## config.mk

```make
export PLATFORM = sky130hd
export DESIGN_NAME = branch_resolve_update_flat
export DESIGN_NICKNAME = d
export VERILOG_FILES = /design/src/rtl/branch_resolve_update_if.sv /design/src/rtl/branch_resolve_update.sv /design/src/flat_wrapper.sv
export SDC_FILE = /design/constraint.sdc
export NUM_CORES = 1
export LEC_CHECK = 0
export ABC_CLOCK_PERIOD_IN_PS = 3400
export CORE_UTILIZATION = 30
export CTS_CLUSTER_DIAMETER = 100
export CTS_CLUSTER_SIZE = 12
export DETAILED_ROUTE_END_ITERATION = 10
export GPL_TIMING_DRIVEN = 0
export MAX_ROUTING_LAYER = met4
export PLACE_DENSITY = 0.52
export RECOVER_POWER = 100
export SYNTH_ARGS = -nofsm -noshare
export SYNTH_HDL_FRONTEND = slang
export SYNTH_SLANG_ARGS = --single-unit
```

## constraint.sdc

```tcl
create_clock -name clk -period 3.4 [get_ports clk]
set_clock_uncertainty 0.05 [all_clocks]
set_input_delay 0.68 -clock clk [delete_from_list [all_inputs] [get_ports clk]]
set_output_delay 0.68 -clock clk [all_outputs]
set_load 0.03 [all_outputs]
```

## src/rtl/branch_resolve_update_if.sv

```systemverilog
// Resolve-stage and BTB-write bundle for branch_resolve_update.
// Handshakes: a transfer happens on a posedge where valid=1 and ready=1; valid never waits on ready.
interface branch_resolve_update_if;
  logic        resolve_valid;
  logic        resolve_ready;
  logic [15:0] resolve_PC;
  logic [15:0] resolve_target;
  logic        resolve_taken;
  logic [15:0] predicted_PC;
  logic        mispredict;
  logic [15:0] redirect_PC;
  logic        btb_wr_valid;
  logic        btb_wr_ready;
  logic [7:0]  btb_wr_index;
  logic [7:0]  btb_wr_tag;
  logic [15:0] btb_wr_target;
  logic        pred_taken_hint;
  logic [1:0]  counter_state;

  modport slave (
    input  resolve_valid, resolve_PC, resolve_target, resolve_taken, predicted_PC, btb_wr_ready,
    output resolve_ready, mispredict, redirect_PC, btb_wr_valid, btb_wr_index, btb_wr_tag,
           btb_wr_target, pred_taken_hint, counter_state
  );

  modport master (
    output resolve_valid, resolve_PC, resolve_target, resolve_taken, predicted_PC, btb_wr_ready,
    input  resolve_ready, mispredict, redirect_PC, btb_wr_valid, btb_wr_index, btb_wr_tag,
           btb_wr_target, pred_taken_hint, counter_state
  );
endinterface

```

## src/rtl/branch_resolve_update.sv

```systemverilog
// Branch resolve: mispredict/redirect pulse, global 2-bit counter and a 4-deep BTB write FIFO.
// Optional BTB_INVALIDATE_EN: not-taken resolves push an invalid-marker entry (target 16'hFFFF).
module branch_resolve_update (
  input  logic                          clk,
  input  logic                          reset_n,
  branch_resolve_update_if.slave        bus
);
  typedef logic [31:0] entry_t;  // {tag, index, target}

  logic [1:0]  counter_q, counter_d;
  logic        mispredict_q, mispredict_d;
  logic [15:0] redirect_q, redirect_d;
  entry_t      mem_q [4];
  entry_t      mem_d [4];
  logic [1:0]  wr_ptr_q, wr_ptr_d;
  logic [1:0]  rd_ptr_q, rd_ptr_d;
  logic [2:0]  count_q, count_d;

  logic        fifo_full, fifo_empty;
  logic        accept, push, pop;
  logic [15:0] actual_next;
  entry_t      push_entry;
  entry_t      head;

  assign fifo_full   = (count_q == 3'd4);
  assign fifo_empty  = (count_q == 3'd0);
  // Ready comes from registered count only, so there is no path from btb_wr_ready.
  assign accept      = bus.resolve_valid && !fifo_full;
  assign pop         = !fifo_empty && bus.btb_wr_ready;
  assign actual_next = bus.resolve_taken ? bus.resolve_target : (bus.resolve_PC + 16'd1);

`ifdef BTB_INVALIDATE_EN
  assign push       = accept;
  assign push_entry = bus.resolve_taken ? {bus.resolve_PC, bus.resolve_target}
                                        : {bus.resolve_PC, 16'hFFFF};
`else
  assign push       = accept && bus.resolve_taken;
  assign push_entry = {bus.resolve_PC, bus.resolve_target};
`endif

  always_comb begin
    counter_d    = counter_q;
    mispredict_d = 1'b0;
    redirect_d   = redirect_q;
    mem_d        = mem_q;
    wr_ptr_d     = wr_ptr_q;
    rd_ptr_d     = rd_ptr_q;
    count_d      = count_q;

    if (accept) begin
      if (bus.resolve_taken && counter_q != 2'b11) counter_d = counter_q + 2'd1;
      else if (!bus.resolve_taken && counter_q != 2'b00) counter_d = counter_q - 2'd1;
      if (actual_next != bus.predicted_PC) begin
        mispredict_d = 1'b1;
        redirect_d   = actual_next;
      end
    end

    if (push) begin
      mem_d[wr_ptr_q] = push_entry;
      wr_ptr_d        = wr_ptr_q + 2'd1;
    end
    if (pop) rd_ptr_d = rd_ptr_q + 2'd1;

    case ({push, pop})
      2'b10:   count_d = count_q + 3'd1;
      2'b01:   count_d = count_q - 3'd1;
      default: count_d = count_q;
    endcase
  end

  always_ff @(posedge clk or negedge reset_n) begin
    if (!reset_n) begin
      counter_q    <= 2'b00;
      mispredict_q <= 1'b0;
      redirect_q   <= 16'h0000;
      wr_ptr_q     <= 2'd0;
      rd_ptr_q     <= 2'd0;
      count_q      <= 3'd0;
      for (int i = 0; i < 4; i++) mem_q[i] <= '0;
    end else begin
      counter_q    <= counter_d;
      mispredict_q <= mispredict_d;
      redirect_q   <= redirect_d;
      wr_ptr_q     <= wr_ptr_d;
      rd_ptr_q     <= rd_ptr_d;
      count_q      <= count_d;
      mem_q        <= mem_d;
    end
  end

  assign head                = mem_q[rd_ptr_q];
  assign bus.resolve_ready   = !fifo_full;
  assign bus.btb_wr_valid    = !fifo_empty;
  assign bus.btb_wr_tag      = head[31:24];
  assign bus.btb_wr_index    = head[23:16];
  assign bus.btb_wr_target   = head[15:0];
  assign bus.mispredict      = mispredict_q;
  assign bus.redirect_PC     = redirect_q;
  assign bus.counter_state   = counter_q;
  assign bus.pred_taken_hint = counter_q[1];
endmodule

```

## src/flat_wrapper.sv

```systemverilog
// flat-port wrapper written by rule: the top's interface ports become plain ports
module branch_resolve_update_flat 
  (clk, reset_n, bus_resolve_valid, bus_resolve_PC, bus_resolve_target, bus_resolve_taken, bus_predicted_PC, bus_btb_wr_ready, bus_resolve_ready, bus_mispredict, bus_redirect_PC, bus_btb_wr_valid, bus_btb_wr_index, bus_btb_wr_tag, bus_btb_wr_target, bus_pred_taken_hint, bus_counter_state);
  branch_resolve_update_if bus_i ();
  input  logic clk;
  input  logic reset_n;
  input wire logic [$bits(bus_i.resolve_valid)-1:0] bus_resolve_valid;
  input wire logic [$bits(bus_i.resolve_PC)-1:0] bus_resolve_PC;
  input wire logic [$bits(bus_i.resolve_target)-1:0] bus_resolve_target;
  input wire logic [$bits(bus_i.resolve_taken)-1:0] bus_resolve_taken;
  input wire logic [$bits(bus_i.predicted_PC)-1:0] bus_predicted_PC;
  input wire logic [$bits(bus_i.btb_wr_ready)-1:0] bus_btb_wr_ready;
  output wire logic [$bits(bus_i.resolve_ready)-1:0] bus_resolve_ready;
  output wire logic [$bits(bus_i.mispredict)-1:0] bus_mispredict;
  output wire logic [$bits(bus_i.redirect_PC)-1:0] bus_redirect_PC;
  output wire logic [$bits(bus_i.btb_wr_valid)-1:0] bus_btb_wr_valid;
  output wire logic [$bits(bus_i.btb_wr_index)-1:0] bus_btb_wr_index;
  output wire logic [$bits(bus_i.btb_wr_tag)-1:0] bus_btb_wr_tag;
  output wire logic [$bits(bus_i.btb_wr_target)-1:0] bus_btb_wr_target;
  output wire logic [$bits(bus_i.pred_taken_hint)-1:0] bus_pred_taken_hint;
  output wire logic [$bits(bus_i.counter_state)-1:0] bus_counter_state;
  assign bus_i.resolve_valid = bus_resolve_valid;
  assign bus_i.resolve_PC = bus_resolve_PC;
  assign bus_i.resolve_target = bus_resolve_target;
  assign bus_i.resolve_taken = bus_resolve_taken;
  assign bus_i.predicted_PC = bus_predicted_PC;
  assign bus_i.btb_wr_ready = bus_btb_wr_ready;
  assign bus_resolve_ready = bus_i.resolve_ready;
  assign bus_mispredict = bus_i.mispredict;
  assign bus_redirect_PC = bus_i.redirect_PC;
  assign bus_btb_wr_valid = bus_i.btb_wr_valid;
  assign bus_btb_wr_index = bus_i.btb_wr_index;
  assign bus_btb_wr_tag = bus_i.btb_wr_tag;
  assign bus_btb_wr_target = bus_i.btb_wr_target;
  assign bus_pred_taken_hint = bus_i.pred_taken_hint;
  assign bus_counter_state = bus_i.counter_state;
  branch_resolve_update u_core (.clk(clk), .reset_n(reset_n), .bus(bus_i));
endmodule
```

# --- Yosys cells after proc, flatten, opt, wreduce, memory -nomap -nowiden ---
# Index checks and enable logic that the tools add are counted.
word_totals:
  reg_bits: 154
  input_bits: 53
  output_inout_bits: 54
classes:
  n_addsub: 7
  n_lt_le_gt_ge: 3
  eq_ne: 5
  muxes: 12
  n_bitwise: 2
  n_reduce_logical: 15
op_table:
  columns: ["cell", "count"]
  rows:
  - ["bitwise mux 128 bit", 1]
  - ["two-way mux 32 bit", 3]
  - ["binary-select mux 32 bit (select 2 bit)", 1]
  - ["demux 32 bit (select 2 bit)", 1]
  - ["adder 16 x 1 -> 16 bit, second input constant", 1]
  - ["two-way mux 16 bit", 1]
  - ["inequality test 16 bit", 1]
  - ["adder 2 x 1 -> 2 bit, second input constant", 3]
  - [">= comparator 3 bit, second input constant", 2]
  - ["logical AND 1 bit", 6]
  - ["inverter 2 -> 3 bit", 2]
  - ["one-hot mux 3 bit (2 select lines)", 1]
  - ["nonzero test 2 bit", 3]
  - ["two-way mux 2 bit", 2]
  - ["AND reduction 2 bit", 2]
  - ["adder 3 x 1 -> 3 bit, second input constant", 1]
  - ["equality test 3 bit, second input constant", 1]
  - ["logical NOT 1 bit", 3]
  - ["logical NOT 3 bit", 1]
  - ["< comparator 3 x 1 -> 1 bit, second input constant", 1]
  - ["subtractor 3 x 1 -> 3 bit, second input constant", 1]
  - ["equality test 2 x 1 -> 1 bit, second input constant", 1]
  - ["equality test 2 bit, second input constant", 1]
  - ["two-way mux 1 bit", 2]
  - ["2 further kinds", 2]

# --- Logic depth before layout (Yosys ltp) ---
logic_depth:
  ltp_word: 6
  mapped_depth: 11
  mapped_depth_nobuf: 11

# --- Worst setup path after synthesis ---
# Ideal clock, no wire load.
synth_timing:
  path_kind: "input -> register"
  from: "input bus_resolve_PC[0]"
  to: "register u_core.redirect_q[10], in the netlist u_core.bus.redirect_PC[10]"
  setup_ns: 0.125
  arrival_ns: 2.913
  setup_slack_ns: 0.312
  stages: 9
  n_path_buf: 2
  path_cell_list: "buf_4 -> nand4_1 -> nor4_2 -> mux2i_1 -> a41o_1 -> nand4_1 -> o31ai_4 -> buf_8 -> mux2_4"
synth_via:
  elab_chain_cells: 4
synth_lines:
  columns: ["item", "line_no", "text"]
  rows:
  - ["from (decl)", "flat_wrapper.sv:8", "input wire logic [$bits(bus_i.resolve_PC)-1:0] bus_resolve_PC;"]
  - ["adder 16 x 1 -> 16 bit *", "branch_resolve_update.sv:30", "assign actual_next = bus.resolve_taken ? bus.resolve_target : (bus.resolve_PC + 16'd1);"]
  - ["two-way mux 16 bit *", "branch_resolve_update.sv:30", null]
  - ["inequality test 16 bit", "branch_resolve_update.sv:53", "if (actual_next != bus.predicted_PC) begin"]
  - ["AND reduction 2 bit (no line)", null, null]
  - ["to (signal assigned)", "branch_resolve_update.sv:84", "redirect_q <= redirect_d;"]
  - ["to (decl)", "branch_resolve_update.sv:12", "logic [15:0] redirect_q, redirect_d;"]
# Mark *: on every way between the ends. The rest lies on a longest branch, timed or not.
# A chain may end at the register's enable or synchronous reset.

# --- Final worst setup path ---
layout_timing:
  from: "input bus_resolve_PC[10]"
  to: "register u_core.redirect_q[5], in the netlist u_core.bus.redirect_PC[5]"
layout_via:
  elab_chain_cells: 4
layout_lines:
  columns: ["item", "line_no"]
  rows:
  - ["adder 16 x 1 -> 16 bit", "branch_resolve_update.sv:30"]
  - ["two-way mux 16 bit", "branch_resolve_update.sv:30"]
  - ["inequality test 16 bit", "branch_resolve_update.sv:53"]
  - ["AND reduction 2 bit (no line)", null]
# Every way passes these cells.

==> flow_summary.yaml <==
finish:
  final_nets: 792
  syn2layout_area_growth_pct: 27.5
  final_common_cell: "dfrtp_1"
  drive_above_1_share: 0.311
  final_cell_mix: "153 x dfrtp_1, 116 x mux2_2, 69 x clkdlybuf4s50_1"
  fin_util: 0.393
  fin_cells: 1075
  antenna_cells: 0
synth:
  ys_seq_area_frac: 0.492
  synthArstFlopShare: 1.00
  synthFlopType: "dfrtp_1"
  synth_top_area_frac: 0.492
  ys_seq_elements: 154
  ys_types: 60
  avgSynthCellArea_um2: 12.9
  synth_edf_count: 0
  synth.net_count: 665
  yosys_warnings: 0
  synthTopCellsByArea: "dfrtp_1 49%, mux2_2 17%, mux4_2 9.2%, o21ai_0 2.7%, nand2_1 2.3%"
  syn_inst: 605
  synth_area_mm2: 0.00783
  synth_area_leader_cell: "dfrtp_1"
setup_path:
  worstPathMaxFanout: 3
  crit_arrival_ns: 3.56
  required_ns: 3.66
  cp_cell_sequence: "clkdlybuf4s50_1 > and4_2 > nor4b_1 > or4_1 > a211oi_2 > nand4_1 > o31ai_4 > buf_6 > clkbuf_2 > mux2_2"
  endpoint_kind: "register"
  slowest_delay_ns: 0.58
  path_class: "in2reg"
  rrSetupSlack_ns: 0.76
  cp_slowest_cell: "clkdlybuf4s50_1"
  crit_path_start_kind: "input port"
placement:
  dpl.hpwl_um: 16800
  placedCellCount: 1036
  place_ws_ns: -1.11
  globalplace.congestion: 0.864
  portBuffers: 100
clocking:
  clk_pin_slew_ns: 0.07
  worstSkewPairLatency_ns: 0.43
  h-tree-depth: 4
  cts_root_buf: "clkbuf_16"
  hold_buffers: 0
  clkSinkCount: 154
  cts_buffer_depth: 2
  cts_tree: "done"
  numCtsBuffers: 17
grt:
  grt_pass1_vias: 5942
  grt_first_pass_wirelength_um: 35100
  gr-total-overflow: 0
  grt_max_degree: 85
  antenna_found_initial: 0
  grtUsageTotal: 0.185
route:
  drt_iter0_drc: 384
  vias_per_cell: 5.13
  routed_wl_um: 23000
  vias: 5517
  wire_per_inst_um: 21.4
  first_pass_iters: 5
  drt.antenna.violating_nets: 0
  drc_errors: 0
die:
  initial_core_util: 0.308
  coreArea_mm2: 0.0254
  num_rows: 58
  die_area_mm2: 0.0267
  io_pins: 107
  die-width_um: 164
  die_h_um: 164
sta:
  max_slew_margin: -0.217
  hold_viol: 0
  tns_ns: 0
  setup_violations: 0
  period_share: 0.969
  rsz0062_at_grt: "false"
  drv_slew: 71
  tightest_slew_ns: 1.83
  fmax_mhz: 303
  fin_ws_ns: 0.104
  finalCriticalPeriod_ns: 3.30
power:
  p_per_area_mw_per_mm2: 959
  ir_worst_vdd_mv: 0.481
  p_total_mw: 9.56
  p_leak_nw: 4.12
status:
  violations: "capacitance limit, slew limit"
  status: "finished with violations"
min_path:
  min_path_type: "reg2reg"
job:
  drv_cap: 1
## what timing repair did
| action | CTS | global route |
|---|---|---|
| pin swaps | 3 | 2 |
| cloned | 0 | 1 |
| gates resized for setup | 26 | 13 |
| endpoints found under the setup margin | 101 | 33 |
| setup buffers | 4 | 3 |
## state kept, by name (all words and copies together), names as in the netlist
register                  cells
u_core.bus.redirect_PC       16
u_core.bus.counter_state      2
u_core.mem_q                128
u_core.rd_ptr_q               2
u_core.wr_ptr_q               2
u_core.count_q                3
u_core.bus.mispredict         1
## final cells by class
| class | instances | area (µm²) |
|---|---|---|
| fill | 2439 | 15400 |
| sequential | 154 | 3850 |
| multi-input combinational | 393 | 3740 |
| timing repair buffer | 109 | 1090 |
| clock buffer | 18 | 439 |
| tap | 330 | 413 |
| buffer | 41 | 223 |
| clock inverter | 14 | 159 |
| inverter | 16 | 60.1 |
## Yosys cell counts (2+ instances only)
| cell type | count |
|---|---|
| mux2i_1 | 3 |
| and4_1 | 3 |
| and2_1 | 2 |
| dfrtp_1 | 154 |
| a311oi_1 | 2 |
| mux2_2 | 116 |
| nor2b_1 | 5 |
| o221ai_1 | 2 |
| xor2_1 | 18 |
| clkbuf_1 | 22 |
| nor2_1 | 16 |
| xnor2_1 | 20 |
| a21oi_1 | 8 |
| nand2_1 | 47 |
| nor3b_1 | 3 |
| ha_1 | 6 |
| nand3_1 | 10 |
| o32ai_1 | 2 |
| buf_2 | 6 |
| inv_1 | 15 |
| nor3_1 | 7 |
| o31ai_1 | 2 |
| mux2_4 | 9 |
| nand4_1 | 3 |
| a32o_1 | 2 |
| buf_1 | 7 |
| or3_1 | 2 |
| buf_4 | 6 |
| o21ai_0 | 42 |
| a211oi_1 | 2 |
| mux4_2 | 32 |
| a221oi_1 | 3 |
## critical path, delay by kind of cell
family                 cells  cell delay [ns]
AND/OR/NAND/NOR            4             1.16
buffers and inverters      3             0.86
AO/OA/AOI/OAI              2             0.51
multiplexers               1             0.33
## report_power, final
group | internal, mW | switching, mW | leakage (nW)
Sequential | 2.71 | 0.481 | 1.86
Clock | 1.11 | 0.818 | 0.277
Combinational | 2.20 | 2.24 | 1.99
## stage by stage
step,hold slack (ns),cell area (µm²)
after floorplan,0.334,7830
after global placement,0.408,9240
after detailed placement,0.425,9270
after CTS,0.230,9940
after global routing,0.454,9980
final,0.437,9980
## routing by layer
metal / vias up / GRT usage / wire length [µm] / part of all wire
li1: 2456 / - / - / -
met1: 2871 / 0.235 / 10300 / 0.45
met2: 157 / 0.303 / 11300 / 0.49
met3: 33 / 0.0312 / 933 / 0.041
met4: 0 / 0.0522 / 410 / 0.018
met5: - / - / 0 / 0
## kinds of logic (layout without fill, tap and decap cells)
logic type | Yosys count | after routing | synth area share
muxes | 160 | 160 | 0.280
DFF | 154 | 154 | 0.492
and+or+nand+nor | 109 | 109 | 0.0702
AOI/OAI and AO/OA | 78 | 78 | 0.0668
buffers and inverters | 58 | 198 | 0.0331
xor gates and xnor gates | 39 | 39 | 0.0454
adders and majority gates | 7 | 7 | 0.0121
## worst paths after layout
path                                               startpoint                                     to  depth (start not counted)
worst max-delay path                       bus_resolve_PC[10]  u_core.bus.redirect_PC[5]$_DFFE_PN0P_                         10
worst min register to register   u_core.mem_q[73]$_DFFE_PN0P_           u_core.mem_q[73]$_DFFE_PN0P_                          2
max in group asynchronous                             reset_n         u_core.rd_ptr_q[0]$_DFFE_PN0P_                          2
worst min-delay path             u_core.mem_q[73]$_DFFE_PN0P_           u_core.mem_q[73]$_DFFE_PN0P_                          2
min in group asynchronous                             reset_n           u_core.mem_q[78]$_DFFE_PN0P_                          1
worst max register to register  u_core.count_q[0]$_DFFE_PN0P_          u_core.mem_q[106]$_DFFE_PN0P_                          7
(Power assumes the default switching activity.)
